`config.mk`:
```
export PLATFORM = sky130hd
export DESIGN_NAME = sim_run_ctrl_flat
export DESIGN_NICKNAME = d
export VERILOG_FILES = /design/src/rtl/sim_run_ctrl_pkg.sv /design/src/rtl/sim_run_ctrl_if.sv /design/src/rtl/sim_uart_fifo.sv /design/src/rtl/sim_run_ctrl.sv /design/src/flat_wrapper.sv
export SDC_FILE = /design/constraint.sdc
export NUM_CORES = 1
export LEC_CHECK = 0
export CAP_MARGIN = 20
export CORE_ASPECT_RATIO = 1.25
export CORE_MARGIN = 2
export CORE_UTILIZATION = 47
export DETAILED_ROUTE_END_ITERATION = 8
export PLACE_DENSITY = 0.75
export RECOVER_POWER = 100
export SYNTH_ARGS = -nofsm -noshare
export SYNTH_HDL_FRONTEND = slang
export SYNTH_SLANG_ARGS = --single-unit
```
`constraint.sdc`:
```
create_clock -name clock -period 4.8 [get_ports clock]
set_clock_uncertainty 0.2 [all_clocks]
set_input_delay 1.2 -clock clock [delete_from_list [all_inputs] [get_ports clock]]
set_output_delay 1.2 -clock clock [all_outputs]
set_load 0.05 [all_outputs]
```
`src/rtl/sim_run_ctrl_pkg.sv`:
```
// Shared types and constants for the simulation run sequencer.
package sim_ctrl_pkg;

  typedef logic [2:0] state_t;

  localparam state_t RST_HOLD = 3'd0;
  localparam state_t INIT     = 3'd1;
  localparam state_t RUN      = 3'd2;
  localparam state_t DRAIN    = 3'd3;
  localparam state_t DONE     = 3'd4;

  typedef logic [1:0] status_t;

  localparam status_t ST_RUNNING = 2'd0;
  localparam status_t ST_PASS    = 2'd1;
  localparam status_t ST_BADTRAP = 2'd2;
  localparam status_t ST_TIMEOUT = 2'd3;

  localparam logic [63:0] TRAP_CONTINUE = 64'd0;
  localparam logic [63:0] TRAP_GOOD     = 64'd1;

  function automatic logic [63:0] sat_inc64(input logic [63:0] v);
    return (v == 64'hFFFF_FFFF_FFFF_FFFF) ? v : v + 64'd1;
  endfunction

endpackage

```
`src/rtl/sim_run_ctrl_if.sv`:
```
// Host-model handshake bundle: init/step requests and the UART sink.
interface sim_run_ctrl_if #(
  parameter int unsigned CODE_W = 64
);
  logic              init_req;
  logic              init_ack;
  logic              step_req;
  logic              step_ack;
  logic [CODE_W-1:0] step_code;
  logic              uart_out_valid;
  logic              uart_out_ready;
  logic [7:0]        uart_out_ch;

  modport master (
    output init_req, step_req, uart_out_valid, uart_out_ch,
    input  init_ack, step_ack, step_code, uart_out_ready
  );

  modport slave (
    input  init_req, step_req, uart_out_valid, uart_out_ch,
    output init_ack, step_ack, step_code, uart_out_ready
  );
endinterface

```
`src/rtl/sim_uart_fifo.sv`:
```
// Synchronous FIFO with a registered head; pushes into a full FIFO are dropped
// unless a pop happens in the same cycle.
module sim_uart_fifo #(
  parameter int unsigned DEPTH = 16,
  parameter int unsigned WIDTH = 8
) (
  input  logic             clock,
  input  logic             reset,
  input  logic             push,
  input  logic             pop,
  input  logic [WIDTH-1:0] din,
  output logic             full,
  output logic             empty,
  output logic [WIDTH-1:0] head
);
  localparam int unsigned AW = $clog2(DEPTH);
  localparam int unsigned CW = AW + 1;
  localparam logic [AW-1:0] PTR_ONE  = AW'(1);
  localparam logic [CW-1:0] CNT_ONE  = CW'(1);
  localparam logic [CW-1:0] CNT_FULL = CW'(DEPTH);

  logic [WIDTH-1:0] mem_r [DEPTH];
  logic [AW-1:0]    rd_ptr_r;
  logic [AW-1:0]    wr_ptr_r;
  logic [CW-1:0]    count_r;
  logic [WIDTH-1:0] head_r;
  logic             do_pop_s;
  logic             do_push_s;
  logic [AW-1:0]    rd_next_s;

  assign full  = (count_r == CNT_FULL);
  assign empty = (count_r == {CW{1'b0}});
  assign head  = head_r;

  // Qualify pop/push; a full FIFO only accepts a push that is paired with a pop
  always_comb begin
    do_pop_s  = pop && !empty;
    do_push_s = push && (!full || do_pop_s);
    rd_next_s = rd_ptr_r + PTR_ONE;
  end

  // Storage array, written only on an accepted push
  always_ff @(posedge clock) begin
    if (do_push_s) begin
      mem_r[wr_ptr_r] <= din;
    end
  end

  // Pointers, occupancy and the registered head entry
  always_ff @(posedge clock) begin
    if (!reset) begin
      rd_ptr_r <= {AW{1'b0}};
      wr_ptr_r <= {AW{1'b0}};
      count_r  <= {CW{1'b0}};
      head_r   <= {WIDTH{1'b0}};
    end else begin
      if (do_push_s) begin
        wr_ptr_r <= wr_ptr_r + PTR_ONE;
      end
      if (do_pop_s) begin
        rd_ptr_r <= rd_next_s;
      end
      case ({do_push_s, do_pop_s})
        2'b10:   count_r <= count_r + CNT_ONE;
        2'b01:   count_r <= count_r - CNT_ONE;
        default: count_r <= count_r;
      endcase
      // The head follows the next-oldest entry, or the incoming char when it becomes the only one
      if (do_pop_s) begin
        if (count_r == CNT_ONE) begin
          if (do_push_s) begin
            head_r <= din;
          end
        end else begin
          head_r <= mem_r[rd_next_s];
        end
      end else if (do_push_s && empty) begin
        head_r <= din;
      end
    end
  end
endmodule

```
`src/rtl/sim_run_ctrl.sv`:
```
// Run sequencer: DUT reset window, one-shot init, per-cycle steps, trap/timeout
// termination, log window gating and buffered UART forwarding to the host.
module sim_run_ctrl
  import sim_ctrl_pkg::*;
#(
  parameter int unsigned RESET_CYCLES = 50,
  parameter int unsigned UART_DEPTH   = 16,
  parameter int unsigned CODE_W       = 64
) (
  input  logic                clock,
  input  logic                reset,
  input  logic [63:0]         cfg_max_cycles,
  input  logic [63:0]         cfg_log_begin,
  input  logic [63:0]         cfg_log_end,
  output logic                dut_reset,
  sim_run_ctrl_if.master      host,
  input  logic                dut_uart_valid,
  input  logic [7:0]          dut_uart_ch,
  output logic                log_enable,
  output logic [63:0]         cycle_cnt,
  output logic [1:0]          status,
  output logic [CODE_W-1:0]   exit_code,
  output logic                uart_overflow,
  output logic                done
);
  localparam logic [9:0] HOLD_LAST = 10'(RESET_CYCLES - 1);

  state_t            state_r;
  state_t            state_s;
  logic [9:0]        hold_cnt_r;
  logic [63:0]       cycle_cnt_r;
  status_t           status_r;
  logic [CODE_W-1:0] exit_code_r;
  logic              done_r;
  logic              overflow_r;
  logic              trap_s;
  logic              timeout_s;
  logic              push_s;
  logic              pop_s;
  logic              fifo_full_s;
  logic              fifo_empty_s;
  logic [7:0]        fifo_head_s;
  logic              dut_reset_s;

  assign dut_reset_s = (state_r == RST_HOLD);
  assign push_s      = dut_uart_valid && !dut_reset_s && ((state_r == RUN) || (state_r == DRAIN));
  assign pop_s       = !fifo_empty_s && host.uart_out_ready;

  sim_uart_fifo #(
    .DEPTH (UART_DEPTH),
    .WIDTH (8)
  ) u_fifo (
    .clock (clock),
    .reset (reset),
    .push  (push_s),
    .pop   (pop_s),
    .din   (dut_uart_ch),
    .full  (fifo_full_s),
    .empty (fifo_empty_s),
    .head  (fifo_head_s)
  );

  // Terminating conditions, only meaningful while running
  always_comb begin
    trap_s    = 1'b0;
    timeout_s = 1'b0;
    if (state_r == RUN) begin
      trap_s    = host.step_ack && (host.step_code != CODE_W'(TRAP_CONTINUE));
      timeout_s = (cfg_max_cycles != 64'd0) && (cycle_cnt_r == cfg_max_cycles - 64'd1);
    end else begin
      trap_s    = 1'b0;
      timeout_s = 1'b0;
    end
  end

  // Next-state decode
  always_comb begin
    state_s = state_r;
    case (state_r)
      RST_HOLD: if (hold_cnt_r == HOLD_LAST) state_s = INIT;  else state_s = RST_HOLD;
      INIT:     if (host.init_ack)           state_s = RUN;   else state_s = INIT;
      RUN:      if (trap_s || timeout_s)     state_s = DRAIN; else state_s = RUN;
      DRAIN:    if (fifo_empty_s && !push_s) state_s = DONE;  else state_s = DRAIN;
      DONE:     state_s = DONE;
      default:  state_s = RST_HOLD;
    endcase
  end

  // State, counters and the latched run result
  always_ff @(posedge clock) begin
    if (!reset) begin
      state_r     <= RST_HOLD;
      hold_cnt_r  <= 10'd0;
      cycle_cnt_r <= 64'd0;
      status_r    <= ST_RUNNING;
      exit_code_r <= {CODE_W{1'b0}};
      done_r      <= 1'b0;
      overflow_r  <= 1'b0;
    end else begin
      state_r <= state_s;
      if (state_r == RST_HOLD) begin
        hold_cnt_r <= hold_cnt_r + 10'd1;
      end
      if (state_r == RUN) begin
        cycle_cnt_r <= sat_inc64(cycle_cnt_r);
        // A trap in the same cycle as the limit takes precedence
        if (trap_s) begin
          exit_code_r <= host.step_code;
          status_r    <= (host.step_code == CODE_W'(TRAP_GOOD)) ? ST_PASS : ST_BADTRAP;
        end else if (timeout_s) begin
          exit_code_r <= CODE_W'(cycle_cnt_r + 64'd1);
          status_r    <= ST_TIMEOUT;
        end
      end
      if ((state_r == DRAIN) && (state_s == DONE)) begin
        done_r <= 1'b1;
      end
      if (push_s && fifo_full_s && !pop_s) begin
        overflow_r <= 1'b1;
      end
    end
  end

  assign dut_reset           = dut_reset_s;
  assign host.init_req       = (state_r == INIT);
  assign host.step_req       = (state_r == RUN);
  assign host.uart_out_valid = !fifo_empty_s;
  assign host.uart_out_ch    = fifo_head_s;
  assign log_enable          = (state_r == RUN) && (cycle_cnt_r >= cfg_log_begin)
                               && (cycle_cnt_r < cfg_log_end);
  assign cycle_cnt           = cycle_cnt_r;
  assign status              = status_r;
  assign exit_code           = exit_code_r;
  assign uart_overflow       = overflow_r;
  assign done                = done_r;
endmodule

```
`src/flat_wrapper.sv`:
```
// flat-port wrapper written by rule: the top's interface ports become plain ports
module sim_run_ctrl_flat import sim_ctrl_pkg::*;
#(
  parameter int unsigned RESET_CYCLES = 50,
  parameter int unsigned UART_DEPTH   = 16,
  parameter int unsigned CODE_W       = 64
)
  (clock, reset, cfg_max_cycles, cfg_log_begin, cfg_log_end, dut_reset, dut_uart_valid, dut_uart_ch, log_enable, cycle_cnt, status, exit_code, uart_overflow, done, host_init_req, host_step_req, host_uart_out_valid, host_uart_out_ch, host_init_ack, host_step_ack, host_step_code, host_uart_out_ready);
  sim_run_ctrl_if #(.CODE_W(CODE_W)) host_i ();
  input  logic clock;
  input  logic reset;
  input  logic [63:0] cfg_max_cycles;
  input  logic [63:0] cfg_log_begin;
  input  logic [63:0] cfg_log_end;
  output logic dut_reset;
  input  logic dut_uart_valid;
  input  logic [7:0] dut_uart_ch;
  output logic log_enable;
  output logic [63:0] cycle_cnt;
  output logic [1:0] status;
  output logic [CODE_W-1:0] exit_code;
  output logic uart_overflow;
  output logic done;
  output wire logic [$bits(host_i.init_req)-1:0] host_init_req;
  output wire logic [$bits(host_i.step_req)-1:0] host_step_req;
  output wire logic [$bits(host_i.uart_out_valid)-1:0] host_uart_out_valid;
  output wire logic [$bits(host_i.uart_out_ch)-1:0] host_uart_out_ch;
  input wire logic [$bits(host_i.init_ack)-1:0] host_init_ack;
  input wire logic [$bits(host_i.step_ack)-1:0] host_step_ack;
  input wire logic [$bits(host_i.step_code)-1:0] host_step_code;
  input wire logic [$bits(host_i.uart_out_ready)-1:0] host_uart_out_ready;
  assign host_init_req = host_i.init_req;
  assign host_step_req = host_i.step_req;
  assign host_uart_out_valid = host_i.uart_out_valid;
  assign host_uart_out_ch = host_i.uart_out_ch;
  assign host_i.init_ack = host_init_ack;
  assign host_i.step_ack = host_step_ack;
  assign host_i.step_code = host_step_code;
  assign host_i.uart_out_ready = host_uart_out_ready;
  sim_run_ctrl #(.RESET_CYCLES(RESET_CYCLES), .UART_DEPTH(UART_DEPTH), .CODE_W(CODE_W)) u_core (.clock(clock), .reset(reset), .cfg_max_cycles(cfg_max_cycles), .cfg_log_begin(cfg_log_begin), .cfg_log_end(cfg_log_end), .dut_reset(dut_reset), .host(host_i), .dut_uart_valid(dut_uart_valid), .dut_uart_ch(dut_uart_ch), .log_enable(log_enable), .cycle_cnt(cycle_cnt), .status(status), .exit_code(exit_code), .uart_overflow(uart_overflow), .done(done));
endmodule
```
==> impl_metrics.py, run 1 <==
metrics = {
    "synthesis": {
        "cell_count_after_synthesis": 2164,
        "synth_cell_types": 77,
        "yosys-top-cells-count": "sky130_fd_sc_hd__nor2_1, sky130_fd_sc_hd__dfxtp_1, sky130_fd_sc_hd__inv_1",
        "synth_edf_count": 128,
        "synthesis.area_per_instance_sq_um": 9.16,
        "mappedNetlistNets": 2573,
        "syn-cell-area_sq_um": 19800,
        "synthesis.yosys.warnings": 0,
        "synth_area_leaders": "sky130_fd_sc_hd__edfxtp_1, sky130_fd_sc_hd__dfxtp_1, sky130_fd_sc_hd__ha_1",
        "ys_seq_elements": 294,
        "synth-main-ff-cell": "sky130_fd_sc_hd__dfxtp_1",
        "netlist.top_cell.by_area": "sky130_fd_sc_hd__edfxtp_1",
        "synth_seq_area_share_pct": 36.2,
        "synth.most_common_cell": "sky130_fd_sc_hd__nor2_1",
        "synth_largest_type_area_fraction_pct": 19.4,
        "postSynth.asyncResetShare_pct": 0,
    },
    "finish": {
        "areaGrowthSynthToFinish_pct": 47.6,
        "instances_no_fill": 3408,
        "drive_gt1_share_pct": 25.6,
        "final_nets": 3228,
    },
    "placement": {
        "dp_worst_setup_slack_ns": -1.11,
        "port_buffers": 414,
        "place.detailed.instances": 3328,
        "place.gp.congestion": 1.01,
        "detailedPlacementHpwl_mm": 68.7,
    },
    "drt": {
        "drt_pre_antenna_iters": 6,
        "drtAntennaViolNets": 0,
        "detailroute.wirelength.met3_mm": 7.47,
        "total_vias_in_the_final_route": 21000,
        "maxUsedRoutingLayer": "met5",
        "detailedRoute.firstIterationViolations": 2053,
        "detail_route.vias_per_cell": 6.16,
        "detailroute.wirelength.met2_mm": 43.4,
        "detailed_route_wire_length_on_metal_1_mm": 30.8,
        "drc": 0,
        "avgRoutedWirePerCell_um": 26.1,
        "detail_route.wirelength_mm": 89.1,
    },
    "sta": {
        "tns_ns": -0.385,
        "slew_headroom_pct": -1.94,
        "rsz0062_at_grt": "true",
        "finalHoldViolations": 0,
        "fin_worst_hold_slack_ns": 0.264,
        "timing.final.setup_violations": 16,
        "final_period_minus_worst_setup_slack_ns": 4.87,
        "fin_ws_ns": -0.0707,
        "timing.final.max_slew_violations": 42,
        "finalCritPeriodShare_pct": 101,
        "tightestPinTransition_ns": 1.53,
        "fmax_ghz": 0.205,
    },
    "die": {
        "row_count": 84,
        "floorplan.initialDensity_pct": 47.4,
        "io_pins": 415,
        "die_area_sq_um": 43800,
        "die_width_um": 188,
        "die_height_um": 234,
        "design.core.area_sq_um": 41800,
    },
    "cts": {
        "ctsRootBufferMaster": "sky130_fd_sc_hd__clkbuf_16",
        "worst_setup_hold_path_clk_slew_ns": 0.08,
        "h-tree-depth": 1,
        "clock_path_buffers": 3,
        "tritoncts_clock_tree": "done",
        "cts_sinks": 294,
        "cts-buffers-inserted": 31,
        "clock_latency_ns": 0.61,
        "post_cts_hold_buffer_count": 0,
    },
    "setup_path": {
        "slowest_delay_ns": 0.72,
        "worstSetupStartpointType": "flip-flop",
        "cp_required_ns": 5.07,
        "worst-path-max-fanout": 30,
        "critPathSlowestCell": "sky130_fd_sc_hd__dfxtp_1",
        "worst-setup-path-type": "flip-flop to flip-flop",
        "crit_path_cell_trace": "nand4_1 -> buf_4 -> nor4_1 -> nand4_1 -> nor4b_1 -> nand4_1 -> o21ai_0 -> clkbuf_2 -> o21ai_0 -> a21oi_1",
        "timing.critical_path.buf_inv": 2,
        "crit_top_cell": "sky130_fd_sc_hd__nand4_1",
        "arrival_ns": 5.14,
        "worst_setup_path_end_kind": "flip-flop",
        "crit_family": "simple AND/OR/NAND/NOR gates",
    },
    "status": {
        "status": "finished with violations",
        "failed_checks": "max-capacitance violations, max-slew violations, negative setup slack",
    },
    "worst_hold_path": {
        "holdCritPathClass": "flip-flop to flip-flop",
    },
    "grt": {
        "grt-ovfl-total": 0,
        "grt_first_pass_wirelength_mm": 130,
        "number_of_antenna_violations_at_the_first_check_in_global_routing": 11,
        "grt_util_all_layers_pct": 39.4,
        "first_global_vias": 20900,
        "maximum_number_of_pins_on_one_net_before_global_route_repair": 102,
    },
    "pwr": {
        "power.leakage_nw": 11.8,
        "power.ir.vdd_worst_v": 0.000390,
        "total_power_divided_by_cell_area_nw_per_um2": 242,
    },
    "flow_run": {
        "drv.max_cap_violation_count": 1,
    },
}
## routing by layer
metal  up-vias  track usage [%]
met4        12             26.8
li1       9358                -
met5         -                0
met1     10100             42.7
met3       364             7.59
met2      1211             69.9
## kinds of logic (layout without fill, tap and decap cells)
logic type	Yosys count	count (layout)	synth area share, %
simple gates	801	801	21.4
compound gates	374	374	13.3
flops	294	294	36.2
mux	56	56	5.37
other cells	0	5	0
buf+inv	293	973	5.81
xor+xnor	207	207	9.15
fa+ha+maj	139	139	8.78
## repair_timing
item | CTS | global route
gates resized for setup | 358 | 98
pin swaps | 161 | 38
setup buffers | 11 | 8
gates cloned | 0 | 1
setup endpoints to repair | 68 | 68
## where the power goes
| part | leakage, nW | internal (W) | switching (W) |
|---|---|---|---|
| clock | 0.522 | 0.00145 | 0.00109 |
| combinational | 8.75 | 0.000860 | 0.000931 |
| sequential | 2.49 | 0.00266 | 0.0000778 |
| total | 11.8 | 0.00497 | 0.00210 |
## layout by cell type, fill, tap and decap left out, types with 26 or more instances in the layout
master                            netlist  layout
sky130_fd_sc_hd__buf_4                  0     325
sky130_fd_sc_hd__nor2_1               200     195
sky130_fd_sc_hd__clkdlybuf4s50_1        0     174
sky130_fd_sc_hd__dfxtp_1              166     165
sky130_fd_sc_hd__dlygate4sd3_1          0     153
sky130_fd_sc_hd__edfxtp_1             128     128
sky130_fd_sc_hd__nand2_1              116     116
sky130_fd_sc_hd__xor2_1               110     110
sky130_fd_sc_hd__nand3_1              105     104
sky130_fd_sc_hd__xnor2_1               97      97
sky130_fd_sc_hd__nand4_1               91      91
sky130_fd_sc_hd__inv_1                149      89
sky130_fd_sc_hd__ha_1                 139      67
sky130_fd_sc_hd__ha_4                   0      62
sky130_fd_sc_hd__inv_2                  0      57
sky130_fd_sc_hd__a21oi_1               73      54
sky130_fd_sc_hd__nor3_1                53      51
sky130_fd_sc_hd__a21o_1                49      49
sky130_fd_sc_hd__dlygate4sd2_1          0      48
sky130_fd_sc_hd__nor4_1                70      44
sky130_fd_sc_hd__mux4_2                40      40
sky130_fd_sc_hd__o21ai_0               49      35
sky130_fd_sc_hd__o2111ai_1             37      34
sky130_fd_sc_hd__clkbuf_16              0      31
sky130_fd_sc_hd__or3_1                 27      26
## through the flow
stage | area, sq um | total power (W) | utilization, %
global route | 29200 | 0.00728 | 69.9
global placement | 26700 | 0.00447 | 63.9
floorplan | 19900 | 0.00380 | -
finish | 29200 | 0.00707 | 69.9
detailed placement | 26700 | 0.00451 | 63.9
CTS | 28800 | 0.00704 | 68.9
## area by class of cell
cell class / count / area [sq um]
clock buffer: 37 / 818
timing repair buffer: 766 / 6710
clock inverter: 21 / 248
inverter: 149 / 567
tap: 559 / 699
fill: 3131 / 12600
antenna: 5 / 12.5
sequential: 294 / 7170
multi-input combinational: 1577 / 13000
## flip-flops by register name, summed over array words and instances, names as in the netlist
register and flops:
u_core.cycle_cnt 64, u_core.done 1, u_core.exit_code 64, u_core.hold_cnt_r 10
u_core.state_r 3, u_core.status 2, u_core.u_fifo.count_r 5, u_core.u_fifo.head 8
u_core.u_fifo.mem_r 128, u_core.u_fifo.rd_ptr_r 4, u_core.u_fifo.wr_ptr_r 4, u_core.uart_overflow 1
## worst paths after layout
check / slack, ns / start / endpoint / depth (start not counted)
setup reg to reg: -0.07 / u_core.cycle_cnt[31]$_SDFFE_PN0P_ / u_core.cycle_cnt[40]$_SDFFE_PN0P_ / 10
setup / recovery: -0.07 / u_core.cycle_cnt[31]$_SDFFE_PN0P_ / u_core.cycle_cnt[40]$_SDFFE_PN0P_ / 10
hold reg to reg: 0.26 / u_core.uart_overflow$_SDFFE_PN0P_ / u_core.uart_overflow$_SDFFE_PN0P_ / 2
hold / removal: 0.26 / u_core.uart_overflow$_SDFFE_PN0P_ / u_core.uart_overflow$_SDFFE_PN0P_ / 2
## worst register-to-register path, cell delays in order, from the launching register on
cell	delay (ns)
sky130_fd_sc_hd__dfxtp_1	0.72
sky130_fd_sc_hd__nand4_1	0.17
sky130_fd_sc_hd__buf_4	0.20
sky130_fd_sc_hd__nor4_1	0.72
sky130_fd_sc_hd__nand4_1	0.38
sky130_fd_sc_hd__nor4b_1	0.55
sky130_fd_sc_hd__nand4_1	0.34
sky130_fd_sc_hd__o21ai_0	0.30
sky130_fd_sc_hd__clkbuf_2	0.58
sky130_fd_sc_hd__o21ai_0	0.22
sky130_fd_sc_hd__a21oi_1	0.38
Power figures use the tool's default switching activity.
==> run 2, diff against run 1 <==
CORE_ASPECT_RATIO = 1.4   (was 1.25)
CORE_MARGIN = 10   (was 2)
==> impl_metrics.py, run 2 (synthesis gave the netlist of run 1 again) <==
metrics = {
    "sta": {
        "fin_ws_ns": -0.0690,
        "finalCritPeriodShare_pct": 101,
        "finalHoldViolations": 0,
        "fmax_ghz": 0.205,
        "timing.final.max_slew_violations": 38,
        "tightestPinTransition_ns": 2.02,
        "slew_headroom_pct": -34.5,
        "rsz0062_at_grt": "true",
        "tns_ns": -0.0752,
        "timing.final.setup_violations": 2,
        "final_period_minus_worst_setup_slack_ns": 4.87,
    },
    "placement": {
        "dp_worst_setup_slack_ns": -0.980,
        "place.gp.congestion": 1.02,
        "detailedPlacementHpwl_mm": 74.4,
        "place.detailed.instances": 3324,
        "port_buffers": 414,
    },
    "setup_path": {
        "worst-r2r-cell-count": 11,
        "critical_path.reg2reg.startpoint": "u_core.cycle_cnt[22]$_SDFFE_PN0P_",
        "worstSetupStartpointType": "input port",
        "worst_setup_path_end_kind": "primary output",
        "cp_required_ns": 3.40,
        "worst-path-max-fanout": 2,
        "timing.reg2reg.setup_slack_ns": 0.30,
        "worstReg2RegEnd": "u_core.cycle_cnt[34]$_SDFFE_PN0P_",
        "arrival_ns": 3.47,
        "crit_family": "compound AO/OA/AOI/OAI gates",
        "cp_num_cells": 11,
        "critPathSlowestCell": "sky130_fd_sc_hd__clkdlybuf4s50_1",
        "crit_path_cell_trace": "clkdlybuf4s50_1 -> inv_1 -> ha_1 -> a21oi_1 -> nor2b_1 -> o21ai_1 -> nand4b_1 -> nor2_4 -> o21ai_4 -> a211oi_4 -> buf_12",
        "crit_end": "log_enable",
        "worstSetupStartpoint": "cfg_log_end[54]",
        "slowest_delay_ns": 0.46,
        "worst-setup-path-type": "input port to primary output",
        "timing.critical_path.buf_inv": 3,
    },
    "finish": {
        "areaGrowthSynthToFinish_pct": 49.1,
        "drive_gt1_share_pct": 27.1,
        "final_core_utilization_pct": 71.3,
        "registers.top_by_ff_count": "u_core.u_fifo.mem_r",
        "largest_register_ffs": 128,
        "multi_input_combinational_cell_area_sq_um": 13300,
        "layout_commonest_cell": "sky130_fd_sc_hd__buf_4",
        "final_nets": 3240,
        "fillers": 3074,
        "instances_no_fill": 3399,
        "seqCellArea_sq_um": 7170,
        "layout.cells.most_common_list": "sky130_fd_sc_hd__buf_4, sky130_fd_sc_hd__nor2_1, sky130_fd_sc_hd__dfxtp_1",
    },
    "pwr": {
        "power.leakage_nw": 12.0,
        "total_power_divided_by_cell_area_nw_per_um2": 232,
        "power.ir.vdd_worst_v": 0.000399,
        "post-layout-total-power_w": 0.00684,
    },
    "flow_run": {
        "drv.max_cap_violation_count": 1,
    },
    "drt": {
        "avgRoutedWirePerCell_um": 28.0,
        "drt_pre_antenna_iters": 5,
        "detailedRoute.firstIterationViolations": 1953,
        "drc": 0,
        "detail_route.vias_per_cell": 6.17,
        "drtAntennaViolNets": 0,
        "total_vias_in_the_final_route": 21000,
        "detail_route.wirelength_mm": 95.1,
    },
    "grt": {
        "maximum_number_of_pins_on_one_net_before_global_route_repair": 101,
        "grt-ovfl-total": 0,
        "grt_first_pass_wirelength_mm": 138,
        "number_of_antenna_violations_at_the_first_check_in_global_routing": 8,
        "grt_util_all_layers_pct": 35.0,
        "first_global_vias": 21400,
    },
    "cts": {
        "h-tree-depth": 1,
        "ctsRootBufferMaster": "sky130_fd_sc_hd__clkbuf_16",
        "cts-buffers-inserted": 28,
        "clock_latency_ns": 0.59,
        "cts_sinks": 294,
        "tritoncts_clock_tree": "done",
        "clock_path_buffers": 3,
        "worst_setup_hold_path_clk_slew_ns": 0.06,
        "post_cts_hold_buffer_count": 0,
    },
    "die": {
        "die_area_sq_um": 50900,
        "floorplan.initialDensity_pct": 47.9,
        "io_pins": 415,
        "die_height_um": 263,
        "row_count": 88,
        "design.core.area_sq_um": 41400,
        "die_width_um": 194,
    },
    "status": {
        "status": "finished with violations",
        "failed_checks": "max-capacitance violations, max-slew violations, negative setup slack",
    },
    "worst_hold_path": {
        "holdCritPathClass": "flip-flop to flip-flop",
    },
}
## run 2: final cells by class
class,instances,area share [%]
Tap cell,540,2.29
Inverter,149,1.91
Clock buffer,38,2.65
Multi-Input combinational cell,1577,45.0
Sequential cell,294,24.3
Antenna cell,6,0.0508
Clock inverter,14,0.585
Timing Repair Buffer,781,23.3
## run 2: power breakdown
part / internal, W / total [W] / switching, W
clock: 0.00131 / 0.00231 / 0.000999
sequential: 0.00266 / 0.00270 / 0.0000442
combinational: 0.000856 / 0.00183 / 0.000976
## run 2: layer usage
layer | vias up | track usage, % | wire length, um
met2 | 1151 | 62.0 | 47600
met3 | 267 | 6.92 | 7420
met1 | 10200 | 37.7 | 33400
li1 | 9365 | - | -
met4 | 4 | 21.3 | 6750
met5 | - | 0 | 23
## run 2: tightest hold or removal path, stage by stage, from the launching register on
cell	delay (ns)
sky130_fd_sc_hd__dfxtp_1	0.31
sky130_fd_sc_hd__inv_1	0.05
sky130_fd_sc_hd__a31oi_1	0.06
## run 2: repair_timing
action | 4_1_cts | 5_1_grt
gates resized for setup | 325 | 197
setup endpoints to repair | 68 | 67
gates cloned | 1 | 4
setup buffers | 7 | 8
pin swaps | 166 | 99
## run 2: worst min path at each step
stage | startpoint | to | slack, ns | depth (start not counted)
after floorplan | u_core.u_fifo.rd_ptr_r[1]$_SDFFE_PN0P_ | u_core.u_fifo.rd_ptr_r[1]$_SDFFE_PN0P_ | 0.25 | 2
final | u_core.status[0]$_SDFFE_PN0P_ | u_core.status[0]$_SDFFE_PN0P_ | 0.27 | 2
after CTS | u_core.status[0]$_SDFFE_PN0P_ | u_core.status[0]$_SDFFE_PN0P_ | 0.27 | 2
after global routing | u_core.status[0]$_SDFFE_PN0P_ | u_core.status[0]$_SDFFE_PN0P_ | 0.30 | 2
after global placement | u_core.done$_SDFFE_PN0P_ | u_core.done$_SDFFE_PN0P_ | 0.26 | 2
after detailed placement | u_core.status[0]$_SDFFE_PN0P_ | u_core.status[0]$_SDFFE_PN0P_ | 0.26 | 2
## run 2: metrics by stage
step	area, sq um	hold WS [ns]
6_report	29500	0.267
3_5_place_dp	26800	0.261
4_1_cts	28800	0.270
2_1_floorplan	19900	0.254
5_1_grt	29500	0.302
3_3_place_gp	26800	0.255
